$ cat src/rtl/vs1003_responder_pkg.sv
// Shared constants and SCI state encoding for the VS1003B bus responder.
package vs_pkg;

  localparam logic [7:0]  OP_WRITE   = 8'h02;
  localparam logic [7:0]  OP_READ    = 8'h03;
  localparam logic [3:0]  ADDR_MODE  = 4'h0;
  localparam logic [3:0]  ADDR_VOL   = 4'hB;
  localparam logic [15:0] MODE_RESET = 16'h0800;
  localparam int          SM_RESET   = 2;

  typedef enum logic [2:0] {
    SCI_IDLE,
    SCI_OPCODE,
    SCI_ADDR,
    SCI_DATA,
    SCI_IGNORE
  } sci_state_t;

  function automatic logic [15:0] reg_reset_val(input logic [3:0] a);
    return (a == ADDR_MODE) ? MODE_RESET : 16'h0000;
  endfunction

endpackage

$ cat src/rtl/vs1003_responder_sync_fifo.sv
// Byte FIFO with show-ahead head output, occupancy count and synchronous flush.
module sync_fifo #(
  parameter int DEPTH = 32,
  parameter int WIDTH = 8
) (
  input  logic                       CLK,
  input  logic                       RST,
  input  logic                       flush,
  input  logic                       push,
  input  logic [WIDTH-1:0]           wr_data,
  input  logic                       pop,
  output logic [WIDTH-1:0]           rd_data,
  output logic [$clog2(DEPTH):0]     count,
  output logic                       full,
  output logic                       empty
);

  localparam int AW = $clog2(DEPTH);

  logic [WIDTH-1:0] mem [DEPTH];
  logic [AW-1:0]    wr_ptr, rd_ptr;
  logic             push_ok, pop_ok;

  assign full    = (count == (AW+1)'(DEPTH));
  assign empty   = (count == '0);
  assign push_ok = push && !full;
  assign pop_ok  = pop && !empty;
  assign rd_data = mem[rd_ptr];

  always_ff @(posedge CLK) begin
    if (push_ok && !flush) mem[wr_ptr] <= wr_data;
  end

  always_ff @(posedge CLK or negedge RST) begin
    if (!RST) begin
      wr_ptr <= '0;
      rd_ptr <= '0;
      count  <= '0;
    end else if (flush) begin
      wr_ptr <= '0;
      rd_ptr <= '0;
      count  <= '0;
    end else begin
      if (push_ok) wr_ptr <= wr_ptr + AW'(1);
      if (pop_ok)  rd_ptr <= rd_ptr + AW'(1);
      case ({push_ok, pop_ok})
        2'b10:   count <= count + (AW+1)'(1);
        2'b01:   count <= count - (AW+1)'(1);
        default: count <= count;
      endcase
    end
  end

endmodule

$ cat src/rtl/vs1003_responder.sv
// Slave end of the VS1003B SCI/SDI link: oversampled serial decode, register file,
// SDI byte FIFO and DREQ back-pressure.
//
// state      | meaning
// SCI_IDLE   | XCS high, waiting for a frame
// SCI_OPCODE | shifting in the 8-bit opcode
// SCI_ADDR   | shifting in the 8-bit address
// SCI_DATA   | shifting write data in / read data out on SO
// SCI_IGNORE | frame done or unsupported, wait for XCS high
module vs1003_responder
  import vs_pkg::*;
#(
  parameter int FIFO_DEPTH   = 32,
  parameter int DREQ_SPACE   = 4,
  parameter int SCI_BUSY     = 64,
  parameter int RESET_CYCLES = 1000
) (
  input  logic        CLK,
  input  logic        RST,
  input  logic        XCS,
  input  logic        XDCS,
  input  logic        SCLK,
  input  logic        SI,
  output logic        SO,
  output logic        DREQ,
  output logic [15:0] vol,
  output logic [15:0] mode,
  output logic        sci_wr,
  output logic [3:0]  sci_addr,
  output logic [15:0] sci_data,
  output logic [7:0]  dout,
  output logic        dout_valid,
  input  logic        dout_ready,
  output logic        overflow
);

  localparam int CW = $clog2(FIFO_DEPTH) + 1;
  localparam int HW = $clog2(RESET_CYCLES + 1);
  localparam int BW = $clog2(SCI_BUSY + 1);

  logic [1:0] xcs_q, xdcs_q, sclk_q, si_q;
  logic       sclk_d;
  logic       xcs_s, xdcs_s, si_s, rise, fall;

  always_ff @(posedge CLK or negedge RST) begin
    if (!RST) begin
      xcs_q  <= 2'b11;
      xdcs_q <= 2'b11;
      sclk_q <= 2'b00;
      si_q   <= 2'b00;
      sclk_d <= 1'b0;
    end else begin
      xcs_q  <= {xcs_q[0], XCS};
      xdcs_q <= {xdcs_q[0], XDCS};
      sclk_q <= {sclk_q[0], SCLK};
      si_q   <= {si_q[0], SI};
      sclk_d <= sclk_q[1];
    end
  end

  assign xcs_s  = xcs_q[1];
  assign xdcs_s = xdcs_q[1];
  assign si_s   = si_q[1];
  assign rise   = sclk_q[1] && !sclk_d;
  assign fall   = !sclk_q[1] && sclk_d;

  sci_state_t  state;
  logic [3:0]  bit_cnt;
  logic [14:0] sr;
  logic        is_read, addr_inv;
  logic [3:0]  addr_q;
  logic [15:0] rd_sr;
  logic [15:0] regs [16];
  logic [7:0]  rx_byte;
  logic [15:0] wr_word;
  logic        wr_fire, soft_rst;

  assign rx_byte  = {sr[6:0], si_s};
  assign wr_word  = {sr, si_s};
  assign wr_fire  = !xcs_s && (state == SCI_DATA) && rise && (bit_cnt == 4'd15)
                    && !is_read && !addr_inv;
  assign soft_rst = wr_fire && (addr_q == ADDR_MODE) && wr_word[SM_RESET];

  always_ff @(posedge CLK or negedge RST) begin
    if (!RST) begin
      state    <= SCI_IDLE;
      bit_cnt  <= '0;
      sr       <= '0;
      is_read  <= 1'b0;
      addr_inv <= 1'b0;
      addr_q   <= '0;
      rd_sr    <= '0;
      SO       <= 1'b0;
    end else if (xcs_s) begin
      state   <= SCI_IDLE;
      bit_cnt <= '0;
      SO      <= 1'b0;
    end else begin
      case (state)
        SCI_IDLE: begin
          state   <= SCI_OPCODE;
          bit_cnt <= '0;
        end
        SCI_OPCODE: if (rise) begin
          sr      <= {sr[13:0], si_s};
          bit_cnt <= bit_cnt + 4'd1;
          if (bit_cnt == 4'd7) begin
            bit_cnt <= '0;
            if (rx_byte == OP_WRITE) begin
              is_read <= 1'b0;
              state   <= SCI_ADDR;
            end else if (rx_byte == OP_READ) begin
              is_read <= 1'b1;
              state   <= SCI_ADDR;
            end else begin
              state   <= SCI_IGNORE;
            end
          end
        end
        SCI_ADDR: if (rise) begin
          sr      <= {sr[13:0], si_s};
          bit_cnt <= bit_cnt + 4'd1;
          if (bit_cnt == 4'd7) begin
            bit_cnt  <= '0;
            addr_q   <= rx_byte[3:0];
            addr_inv <= |rx_byte[7:4];
            rd_sr    <= (|rx_byte[7:4]) ? 16'h0000 : regs[rx_byte[3:0]];
            state    <= SCI_DATA;
          end
        end
        SCI_DATA: begin
          // read data leaves on falling edges so it is stable at the next rise
          if (fall && is_read) begin
            SO    <= rd_sr[15];
            rd_sr <= {rd_sr[14:0], 1'b0};
          end
          if (rise) begin
            sr      <= {sr[13:0], si_s};
            bit_cnt <= bit_cnt + 4'd1;
            if (bit_cnt == 4'd15) state <= SCI_IGNORE;
          end
        end
        SCI_IGNORE: state <= SCI_IGNORE;
        default:    state <= SCI_IDLE;
      endcase
    end
  end

  always_ff @(posedge CLK or negedge RST) begin
    if (!RST) begin
      for (int i = 0; i < 16; i++) regs[i] <= reg_reset_val(4'(i));
      sci_wr   <= 1'b0;
      sci_addr <= '0;
      sci_data <= '0;
    end else begin
      sci_wr <= wr_fire;
      if (wr_fire) begin
        sci_addr <= addr_q;
        sci_data <= wr_word;
        if (soft_rst) begin
          for (int i = 0; i < 16; i++) regs[i] <= reg_reset_val(4'(i));
        end else begin
          regs[addr_q] <= wr_word;
        end
      end
    end
  end

  assign vol  = regs[ADDR_VOL];
  assign mode = regs[ADDR_MODE];

  // SDI is only listened to while SCI is deselected
  logic       sdi_on, push;
  logic [2:0] sdi_cnt;
  logic [6:0] sdi_sr;
  logic [CW-1:0] fifo_count, free_cnt;
  logic       fifo_full, fifo_empty;

  assign sdi_on = !xdcs_s && xcs_s;
  assign push   = sdi_on && rise && (sdi_cnt == 3'd7);

  always_ff @(posedge CLK or negedge RST) begin
    if (!RST) begin
      sdi_cnt <= '0;
      sdi_sr  <= '0;
    end else if (!sdi_on) begin
      sdi_cnt <= '0;
    end else if (rise) begin
      sdi_sr  <= {sdi_sr[5:0], si_s};
      sdi_cnt <= sdi_cnt + 3'd1;
    end
  end

  sync_fifo #(.DEPTH(FIFO_DEPTH), .WIDTH(8)) u_fifo (
    .CLK     (CLK),
    .RST     (RST),
    .flush   (soft_rst),
    .push    (push),
    .wr_data ({sdi_sr, si_s}),
    .pop     (dout_ready),
    .rd_data (dout),
    .count   (fifo_count),
    .full    (fifo_full),
    .empty   (fifo_empty)
  );

  assign dout_valid = !fifo_empty;
  assign free_cnt   = CW'(FIFO_DEPTH) - fifo_count;

  logic [HW-1:0] hold_cnt;
  logic [BW-1:0] busy_cnt;

  always_ff @(posedge CLK or negedge RST) begin
    if (!RST) begin
      overflow <= 1'b0;
      hold_cnt <= HW'(RESET_CYCLES);
      busy_cnt <= '0;
      DREQ     <= 1'b0;
    end else begin
      if (soft_rst)               overflow <= 1'b0;
      else if (push && fifo_full) overflow <= 1'b1;
      if (soft_rst)               hold_cnt <= HW'(RESET_CYCLES);
      else if (hold_cnt != '0)    hold_cnt <= hold_cnt - HW'(1);
      if (wr_fire)                busy_cnt <= BW'(SCI_BUSY);
      else if (busy_cnt != '0)    busy_cnt <= busy_cnt - BW'(1);
      DREQ <= (hold_cnt == '0) && (busy_cnt == '0) && (free_cnt >= CW'(DREQ_SPACE));
    end
  end

endmodule

$ cat config.mk
export PLATFORM = sky130hd
export DESIGN_NAME = vs1003_responder
export DESIGN_NICKNAME = d
export VERILOG_FILES = /design/src/rtl/vs1003_responder_pkg.sv /design/src/rtl/vs1003_responder_sync_fifo.sv /design/src/rtl/vs1003_responder.sv
export SDC_FILE = /design/constraint.sdc
export NUM_CORES = 1
export LEC_CHECK = 0
export CAP_MARGIN = 20
export CORE_ASPECT_RATIO = 0.8
export CORE_MARGIN = 5
export CORE_UTILIZATION = 55
export CTS_CLUSTER_DIAMETER = 60
export DETAILED_ROUTE_END_ITERATION = 7
export DONT_BUFFER_PORTS = 1
export PLACE_DENSITY = 0.76
export RECOVER_POWER = 25
export SETUP_SLACK_MARGIN = 0.3
export SYNTH_ARGS = -nofsm -noshare
export SYNTH_HDL_FRONTEND = slang
export SYNTH_SLANG_ARGS = --single-unit
$ cat constraint.sdc
create_clock -name CLK -period 9.7 [get_ports CLK]
set_input_delay 2.425 -clock CLK [delete_from_list [all_inputs] [get_ports CLK]]
set_output_delay 2.425 -clock CLK [all_outputs]
set_load 0.01 [all_outputs]
## Yosys cells after proc, flatten, opt, wreduce, memory -nomap -nowiden

Memory sizes are Yosys's and may differ from the RTL's.
Cells that the tools add are included.

- Mux-type cells: 48
- Equality and inequality tests: 23
- Order comparisons: 4
- Reduce and logical (&&, ||, !) cells: 58
- $add $sub $neg: 9
- Bitwise operators: 3

Operators with widths:

| operator | count |
|---|---|
| bitwise mux 256 bit | 1 |
| two-way mux 256 bit | 1 |
| two-way mux 16 bit | 7 |
| binary-select mux 16 bit (select 4 bit) | 1 |
| demux 16 bit (select 4 bit) | 1 |
| two-way mux 3 bit | 11 |
| one-hot mux 16 bit (2 select lines) | 1 |
| logical AND 1 bit | 20 |
| two-way mux 10 bit | 2 |
| two-way mux 5 bit | 4 |
| nonzero test 2 bit | 9 |
| == test 8 x 2 -> 1 bit (second input constant) | 2 |
| two-way mux 4 bit | 4 |
| inequality test 3 bit (second input constant) | 5 |
| one-hot mux 3 bit (5 select lines) | 1 |
| two-way mux 7 bit | 2 |
| one-hot mux 4 bit (3 select lines) | 1 |
| one-hot mux 6 bit (2 select lines) | 1 |
| adder 5 x 1 -> 5 bit (second input constant) | 2 |
| >= comparator 5 bit (second input constant) | 2 |
| zero test 10 bit | 1 |
| inverter 4 -> 5 bit | 2 |
| AND reduction 5 bit | 2 |
| nonzero test 10 bit | 1 |
| other kinds (39) | 61 |

- Bits in registers: 376
- Memories: 1
- Bits in writable memories: 256
- Input bits: 7

Memories:

| name | words | width | rd ports | clocked after Yosys merged registers in | wr ports | line | text |
|---|---|---|---|---|---|---|---|
| u_fifo.mem | 32 | 8 | 1 | 0 | 1 | vs1003_responder_sync_fifo.sv:20 | `logic [WIDTH-1:0] mem [DEPTH];` |

## Logic depth before layout (Yosys ltp)

Gate-level depths: netlist of run 1.

- Depth in word-level cells: 12
- Gate-level depth with buffers: 12
- Depth with buffers taken out: 11

## By module

Synthesis of run 1 repeated with hierarchy kept, for this count alone.

- Cell total of the unflattened synthesis: 1925
- Area total of the unflattened synthesis: 27201.1 um^2

Modules (own cells, without submodules):

| module | instances | cells each | area an instance (um^2) |
|---|---|---|---|
| vs1003_responder | 1 | 1310 | 16141.7 |
| sync_fifo | 1 | 615 | 11059.4 |

## Worst setup path before layout of run 1

Ideal clock, no wire load.

- Path type: register -> output
- From: reg u_fifo.rd_ptr[0]
- To: out dout[0]
- Setup slack: 4.612 ns
- Data arrival time: 2.663 ns
- Cell stages (with the launch flop): 6
- Cells stage by stage: dfrtp_1 -> buf_1 -> buf_1 -> mux4_2 -> mux4_2 -> mux2_2

- Cells in the longest elaborated chain, start to end: 1

Ends and longest elaborated chain:

| item | line | text |
|---|---|---|
| start: declaration | vs1003_responder_sync_fifo.sv:21 | `logic [AW-1:0] wr_ptr, rd_ptr;` |
| start signal: assignment | vs1003_responder_sync_fifo.sv:45 | `if (pop_ok) rd_ptr <= rd_ptr + AW'(1);` |
| memory (32 x 8 bit) | n/a |  |
| end: declaration | vs1003_responder.sv:31 | `output logic [7:0] dout,` |

Every way passes these cells.

## Worst setup path after layout of run 1

Same ends and word-level chain as after synthesis.

==> metrics.txt, run 1 <==
Synth Area in Compound Gates 9.82%; hold_ws 0.350 ns; area share of xor/xnor cells in the synthesized design 0.755%; antenna viol nets, final 0; CTS HTree Levels 2; Worst-path clk slew 0.06 ns; cell count after synthesis 1,705; # rows 72; Routed WL 64,400 µm; delay-heaviest family, CP multiplexers; Worst path most repeated cell mux4_2; routability-driven placement congestion ratio 0.838; vias 15.5k; share of cells above drive strength 1 21.6%; slowest library cell on the worst path dfrtp_4; Pins Over Slew Limit 63; Worst EP arrival 3.63 ns; DP Area 26,800 µm²; drt initial violations 1,961; clock skew 0.0447 ns; status complete, but fails checks; Critical Path Max Stage Delay 0.75 ns; Global Route Usage Sum 24.2%; post-place setup slack 4.24 ns; port bufs 0; initial antenna violation count 2; area of the mapped netlist 26,700 µm²; mean routed wirelength per cell 27.9 µm; DPL Wire Length 37,900 µm; Achievable Freq 0.165 GHz; CP bufs+invs 1; Async SR Flop Fraction 59.5%; Tcrit/Tclk final 62.5%; top-area cell type share of the netlist area 34.2%; Sw Share 27.2%; Peak VDD IR 0.000199 V; final std cells w/o fill 2,311; static leakage 11.5 nW; nature of the critical path startpoint flip-flop; Logic pwr share 15.1%; Post-synth EDFFs 256; Core Box Area 48,200 µm²; Final Net Count 1,648; Setup TNS Final 0 ns; CP max FO 43; Clock power frac 36.3%; failing checks capacitance limit, slew limit; main combinational cell family by area after synthesis multiplexers; relative slew slack -125%; max cap viols 1; Initial Utilization 55.3%; synthesized flop and latch total 632; Pre-Repair DR Iteration Count 5; number of global-route vias before repair 15.5k; Crit Path Class reg2out; Flop pwr share 48.6%; Main synth FF type dfrtp_1; sequential element share of the synthesized area 64.1%; Internal 4.71 mW; gr ovfl total 0; post-synthesis adder-cell area fraction 0.563%; TritonCTS clock tree done; crit path cell chain buf_4, mux4_2, mux4_2, mux2_2; dpl cells 2,192; shortest period the worst path allows 6.06 ns; simple-gate share of the synthesized area 5.88%; largest net degree at the start of global routing 377; hold buffer count at cts 0; Fin. Hold Viols 0; cts bufs inserted 60; Crit path required time 7.28 ns; post-layout instance area 28,900 µm²; library cells used by synthesis 62; Die X 256 µm; setup violators final 0; Synth area leaders dfrtp_1 (34%), edfxtp_1 (29%), mux4_2 (14%); Least-Margin Pin Slew 3.38 ns; Chip Height 207 µm; Synthesis Warnings 0; clk buf depth 3; RSZ-0062 raised after global routing false; DRC Markers 0; post-synth net total 1,724; multiplexer area fraction after synthesis 15.3%; net switching power 1.76 mW; Critical Path End Type output pin; postcts setup bufs 0; DIE AREA 53,000 µm²; Num Clock Sinks 632; final setup margin 3.64 ns; P&R area growth vs syn 8.18%; first-pass GRT wire length 98,600 µm; IO Count 72; root buffer cell clkbuf_16; clk_lat worst skew 0.66 ns; # resized after CTS 0; vias per cell 6.70; pwr/cell area 224 nW/µm²; Avg Inst Size Synth 15.6 µm²; Yosys top cell by area dfrtp_1; Hold Path Class reg2reg
[layout make-up]
class,count,area (µm²)
fill,3387,19300
sequential,632,17100
multi-input combinational,885,8650
clock buffer,79,1640
tap,629,787
clock inverter,35,339
timing repair buffer,30,239
inverter,20,75.1
antenna,1,2.50
[synth_stat cells (10+ instances only)]
master / number
edfxtp_1: 256
buf_6: 12
mux4_2: 160
inv_1: 19
clkbuf_1: 90
o21ai_0: 33
a22o_1: 242
buf_1: 27
xor2_1: 11
buf_4: 33
ha_1: 12
xnor2_1: 12
dfrtp_1: 365
nand3_1: 13
nand2_1: 150
nor2_1: 90
dfstp_2: 11
mux2_2: 37
o221ai_1: 10
nor2_4: 10
[kinds of logic after synthesis]
| family | after synthesis |
|---|---|
| AOI/OAI and AO/OA | 319 |
| xor gates and xnor gates | 23 |
| adders and majority gates | 12 |
| buffers and inverters | 188 |
| DFF | 632 |
| muxes | 203 |
| and+or+nand+nor | 328 |
[layer usage]
layer / GRT usage, % / share of wire [%] / up-vias
met1: 36.8 / 41 / 8060
met2: 35.4 / 45 / 943
met3: 6.79 / 12 / 95
li1: - / - / 6380
met5: 0 / 0.020 / -
met4: 6.05 / 2.0 / 2
[sequential cells by signal, indices dropped and copies added, names as in the netlist, 6 cells and up]
| name | count |
|---|---|
| u_fifo.mem | 256 |
| regs | 224 |
| mode | 16 |
| rd_sr | 16 |
| sci_data | 16 |
| vol | 16 |
| sr | 15 |
| hold_cnt | 10 |
| busy_cnt | 7 |
| sdi_sr | 7 |
| u_fifo.count | 6 |
[layout by cell type (no fill, tap or decap), drive strengths merged, types with 3 or more instances in the layout]
cell and n:
xnor2 12, o21ai 33, nand3b 7, nor3 10
o31ai 5, nand3 13, or3 4, nand2b 5
dfrtp 365, o221ai 10, a22o 242, buf 27
dfstp 11, mux2i 6, bufinv 4, inv 22
clkinv 26, clkbuf 82, mux2 37, a22oi 6
nor4 8, nor2 102, clkinvlp 3, a211oi 5
edfxtp 256, xor2 11, nand2 150, or2 4
nand4 5, ha 12, mux4 160, nand4b 5
a21oi 6
[final timing paths]
kind / slack (ns) / endpoint / start / cells past startpoint
setup reg to reg: 4.93 / rd_sr[15] / si_q[1] / 5
max in group asynchronous: 7.48 / u_fifo.rd_ptr[1] / RST / 0
setup / recovery: 3.64 / dout[0] / u_fifo.rd_ptr[0] / 4
hold / removal: 0.35 / xdcs_q[1] / xdcs_q[0] / 0
hold reg to reg: 0.35 / xdcs_q[1] / xdcs_q[0] / 0
min in group asynchronous: 1.50 / sci_data[5] / RST / 0
[through the flow]
step / power, mW / utilization, %
finish: 6.47 / 59.9
detailed placement: 4.17 / 55.7
global placement: 4.13 / 55.7
CTS: 6.51 / 59.8
global route: 6.69 / 59.9
floorplan: 3.90 / -
[power by group through the flow]
stage | clock, mW | sequential (mW) | combinational (mW)
finish | 2.35 | 3.14 | 0.980
global route | 2.49 | 3.16 | 1.04
CTS | 2.37 | 3.14 | 0.989
detailed placement | 0 | 3.20 | 0.976
global placement | 0 | 3.18 | 0.947
floorplan | 0 | 3.01 | 0.885
[worst register-to-register path, cell delays in order (launching register included)]
cell      delay (ns)
dfrtp_1         0.56
clkbuf_1        2.41
mux4_2          0.87
mux4_2          0.47
a22oi_1         0.25
o21ai_0         0.11
Note: power is estimated with default switching activity, not from simulation.
==> run 2, diff against run 1 <==
- clock period: 9.7 -> 5.85 ns (I/O delays scaled with it)
==> metrics.txt, run 2 (synthesis gave the netlist of run 1 again) <==
status finished, final reports clean; Tcrit/Tclk final 81.3%; nature of the critical path startpoint flip-flop; pwr/cell area 371 nW/µm² (+65%); final std cells w/o fill 2,325 (+0.61%); largest net degree at the start of global routing 377 (unchanged); Least-Margin Pin Slew 1.50 ns (-1.88 ns); Hold Path Class reg2reg; area occupied by multi-input gates 8650 µm² (about the same); relative slew slack 0.320% (+130 points); port bufs 0 (unchanged); most frequent cells in the layout dfrtp_1 (360), edfxtp_1 (256), a22o_1 (242); # fillers 3,370 (-0.50%); worst r2r src state[2]; post-layout instance area 29,000 µm² (+0.60%); Seq. cell area 17,100 µm² (about the same); hold buffer count at cts 0 (unchanged); vias per cell 6.72 (+0.30%); Chip Height 207 µm (unchanged); clk_lat worst skew 0.64 ns (-0.02 ns); Fin. Hold Viols 0 (unchanged); R2R setup slack 2.18 ns (-2.75 ns); gr ovfl total 0 (unchanged); DP Area 26,900 µm² (+0.26%); Setup TNS Final 0 ns (unchanged); Critical Path End Type output pin; Hold Path Depth 0 (unchanged); r2r endpoint regs[60]; Num Clock Sinks 632 (unchanged); R2R cell count 7 (+2); vias 15.6k (+0.90%); postcts setup bufs 0 (unchanged); mean routed wirelength per cell 28.0 µm (+0.43%); Core Box Area 48,200 µm² (unchanged); Hold EP sclk_q[1]; hold_ws 0.348 ns (-0.00240 ns); routability-driven placement congestion ratio 0.848 (+1.2%); Global Route Usage Sum 24.5% (+0.26 points); Peak VDD IR 0.000244 V (+23%); DPL Wire Length 38,200 µm (+0.84%); static leakage 11.6 nW (+0.85%); IO Count 72 (unchanged); DIE AREA 53,000 µm² (unchanged); Crit Path Class reg2out; clk buf depth 3 (unchanged); TritonCTS clock tree done; root buffer cell clkbuf_16; Worst path most repeated cell mux4_2; Die X 256 µm (unchanged); setup violators final 0 (unchanged); Total Power 10.8 mW (+66%); Initial Utilization 55.3% (unchanged); initial antenna violation count 3 (+1); Achievable Freq 0.210 GHz; # rows 72 (unchanged); Regs by FF count u_fifo.mem (256), regs (224); dpl cells 2,198 (+0.27%); shortest period the worst path allows 4.76 ns; Pre-Repair DR Iteration Count 5 (unchanged); slowest library cell on the worst path dfrtp_4; clock skew 0.0307 ns (-0.0140 ns); Largest Register u_fifo.mem; max cap viols 0 (-1); share of cells above drive strength 1 22.1% (+0.53 points); P&R area growth vs syn 8.83%; CP max FO 35 (-19%); crit path cell chain buf_12, mux4_2, mux4_2, mux2_2; first-pass GRT wire length 99,000 µm (+0.42%); cts bufs inserted 60 (unchanged); Crit path required time 4.39 ns (-2.89 ns); Final Net Count 1,662 (+0.85%); Routed WL 65,100 µm (+1.0%); # resized after CTS 0 (unchanged); drt initial violations 2,156 (+9.9%); Pins Over Slew Limit 0 (-100%); RSZ-0062 raised after global routing false; Hold Path Origin sclk_q[0]; most common cell after layout, fill and taps aside dfrtp_1; DRC Markers 0 (unchanged); number of global-route vias before repair 15.7k (+0.80%); Worst EP arrival 3.30 ns (-0.33 ns); CTS HTree Levels 2 (unchanged); antenna viol nets, final 0 (unchanged); max reg flops 256 (unchanged); Worst-path clk slew 0.06 ns (about the same); Critical Path Max Stage Delay 0.89 ns (+0.14 ns)
==> run 2: metrics by stage <==
step,util [%],setup WS (ns)
4_1_cts,59.9,1.01
2_1_floorplan,-,1.72
5_1_grt,60.2,0.923
3_5_place_dp,55.8,1.69
3_3_place_gp,55.8,1.74
6_report,60.2,1.09
==> run 2: layout make-up <==
type | count | share of cell area (%)
multi-input cells | 885 | 29.8
flip-flops and latches | 632 | 59.0
diodes | 1 | 0.00862
well taps | 629 | 2.71
inverters | 20 | 0.259
clock inverters | 28 | 0.763
repair buffers | 44 | 1.55
clock buffers | 86 | 5.93
==> run 2: how the worst max path moves through the flow <==
stage / from / end / slack, ns / depth (start not counted)
after floorplan: u_fifo.rd_ptr[0] / dout[0] / 1.72 / 5
after global placement: u_fifo.rd_ptr[0] / dout[5] / 1.74 / 4
after detailed placement: u_fifo.rd_ptr[0] / dout[7] / 1.69 / 4
after CTS: u_fifo.rd_ptr[0] / dout[7] / 1.01 / 4
after global routing: u_fifo.rd_ptr[0] / dout[7] / 0.92 / 4
final: u_fifo.rd_ptr[0] / dout[7] / 1.09 / 4
==> run 2: per-layer routing <==
| metal | vias up | wire length [µm] | track usage (%) |
|---|---|---|---|
| met1 | 8189 | 26300 | 35.9 |
| met2 | 894 | 29000 | 34.9 |
| met3 | 120 | 8250 | 9.58 |
| met4 | 4 | 1580 | 6.71 |
| li1 | 6413 | - | - |
| met5 | - | 27 | 0 |
==> run 2: power by group <==
part	switching (mW)	internal (mW)	total (mW)
sequential	0.388	4.81	5.20
clock	1.69	2.14	3.83
combinational	0.855	0.878	1.73
total	2.93	7.83	10.8
==> run 2: critical path, delay by kind of cell (launching register included) <==
| kind | cells | cell delay (ns) |
|---|---|---|
| buffers and inverters | 1 | 0.36 |
| DFF | 1 | 0.89 |
| muxes | 3 | 1.39 |
==> run 3, diff against run 2 <==
- clock period: 5.85 -> 4.75 ns (I/O delays scaled with it)
==> metrics.txt, run 3 (synthesis gave the netlist of run 1 again) <==
Global Route Usage Sum 24.6% (+0.11 points); first-pass GRT wire length 99,500 µm (+0.48%); Critical path origin u_fifo.rd_ptr[1]; Final Net Count 1,662 (unchanged); # rows 72 (unchanged); number of global-route vias before repair 15.6k (-0.33%); status finished, final reports clean; Tcrit/Tclk final 88.3%; DIE AREA 53,000 µm² (unchanged); hold buffer count at cts 0 (unchanged); clock skew 0.0501 ns (+0.0194 ns); Achievable Freq 0.239 GHz; Peak VDD IR 0.000326 V (+34%); cts bufs inserted 60 (unchanged); CTS HTree Levels 2 (unchanged); final setup margin 0.558 ns (-0.533 ns); Pre-Repair DR Iteration Count 6 (+1); postcts setup bufs 0 (unchanged); static leakage 11.6 nW (about the same); share of cells above drive strength 1 22.0% (-0.15 points); pwr/cell area 459 nW/µm² (+24%); antenna viol nets, final 0 (unchanged); clk_lat worst skew 0.65 ns (about the same); nature of the critical path startpoint flip-flop; Worst-path clk slew 0.06 ns (about the same); routability-driven placement congestion ratio 0.855 (+0.86%); post-place setup slack 1.05 ns (-0.648 ns); Die X 256 µm (unchanged); Pins Over Slew Limit 0 (unchanged); most frequent cells in the layout dfrtp_1 (360), edfxtp_1 (256), a22o_1 (242); Worst EP arrival 3.00 ns (-0.30 ns); post-layout instance area 29,000 µm² (about the same); vias per cell 6.72 (about the same); worst r2r src state[2]; DP Area 26,900 µm² (+0.11%); initial antenna violation count 2 (-1); root buffer cell clkbuf_16; max reg flops 256 (unchanged); max cap viols 0 (unchanged); Total Power 13.3 mW (+24%); Setup TNS Final 0 ns (unchanged); Core Box Area 48,200 µm² (unchanged); CP max FO 66 (+89%); Fin. Hold Viols 0 (unchanged); Critical Path End Type output pin; port bufs 0 (unchanged); Crit Path Class reg2out; # resized after CTS 0 (unchanged); relative slew slack 19.9% (+20 points); mean routed wirelength per cell 28.3 µm (+1.0%); clk buf depth 3 (unchanged); IO Count 72 (unchanged); Hold Path Class in2async; P&R area growth vs syn 8.85% (about the same); setup violators final 0 (unchanged); shortest period the worst path allows 4.19 ns; Initial Utilization 55.3% (unchanged); Largest Register u_fifo.mem; Least-Margin Pin Slew 1.20 ns (-0.298 ns); most common cell after layout, fill and taps aside dfrtp_1; Crit path required time 3.56 ns (-0.83 ns); drt initial violations 1,948 (-9.6%); RSZ-0062 raised after global routing false; DRC Markers 0 (unchanged); TritonCTS clock tree done; R2R cell count 6 (-1); DPL Wire Length 39,400 µm (+2.9%); vias 15.6k (-0.051%); Num Clock Sinks 632 (unchanged); largest net degree at the start of global routing 377 (unchanged); Chip Height 207 µm (unchanged); gr ovfl total 0 (unchanged); Routed WL 65,700 µm (+0.92%); Regs by FF count u_fifo.mem (256), regs (224)
==> run 3: cell types whose count changed in the layout (fill, tap and decap cells not counted), moves of 3 or more <==
cell,before,now
buf_12,2,5
buf_16,4,1
buf_4,28,34
bufinv_16,2,5
==> run 3: final cells by class <==
| type | instances | area (µm²) |
|---|---|---|
| multi-input combinational | 885 | 8640 |
| tap | 629 | 787 |
| clock inverter | 29 | 328 |
| fill | 3369 | 19200 |
| clock buffer | 83 | 1650 |
| sequential | 632 | 17100 |
| timing repair buffer | 44 | 428 |
| inverter | 20 | 75.1 |
| antenna | 1 | 2.50 |
==> run 3: routing by layer <==
| metal | track usage [%] | vias to the layer above | wire length, µm | share of wire (%) |
|---|---|---|---|---|
| met5 | 0 | - | 0 | 0 |
| met4 | 5.97 | 0 | 1210 | 1.8 |
| met3 | 7.64 | 88 | 8410 | 13 |
| met2 | 35.8 | 972 | 29400 | 45 |
| met1 | 37.0 | 8142 | 26700 | 41 |
| li1 | - | 6410 | - | - |
==> run 3: worst max-delay path, stage by stage, from the launching register on <==
cell     delay, ns
dfrtp_2       0.36
buf_4         0.71
mux4_2        0.41
mux4_2        0.54
mux2_2        0.34
==> run 3: report_power, final <==
group	internal, mW	switching, mW	leakage (nW)	total (mW)
Combinational	1.10	0.925	3.15	2.03
Clock	2.71	2.08	0.965	4.79
Sequential	5.92	0.570	7.52	6.49
==> run 3: worst paths after layout <==
check | end | slack, ns
min in group CLK | si_q[1] | 0.35
worst max register to register | regs[172] | 1.31
worst min-delay path | sci_data[5] | 0.28
worst min register to register | si_q[1] | 0.35
max in group asynchronous | si_q[1] | 3.60
worst max-delay path | dout[4] | 0.56
==> run 3: per-stage QoR <==
step / cells / hold WS, ns / utilization, %
after floorplan: 1705 / 0.331 / -
after global placement: 2200 / 0.335 / 55.9
after detailed placement: 2200 / 0.335 / 55.9
after global routing: 2322 / 0.260 / 60.2
after CTS: 2312 / 0.204 / 60.0
final: 2323 / 0.280 / 60.2
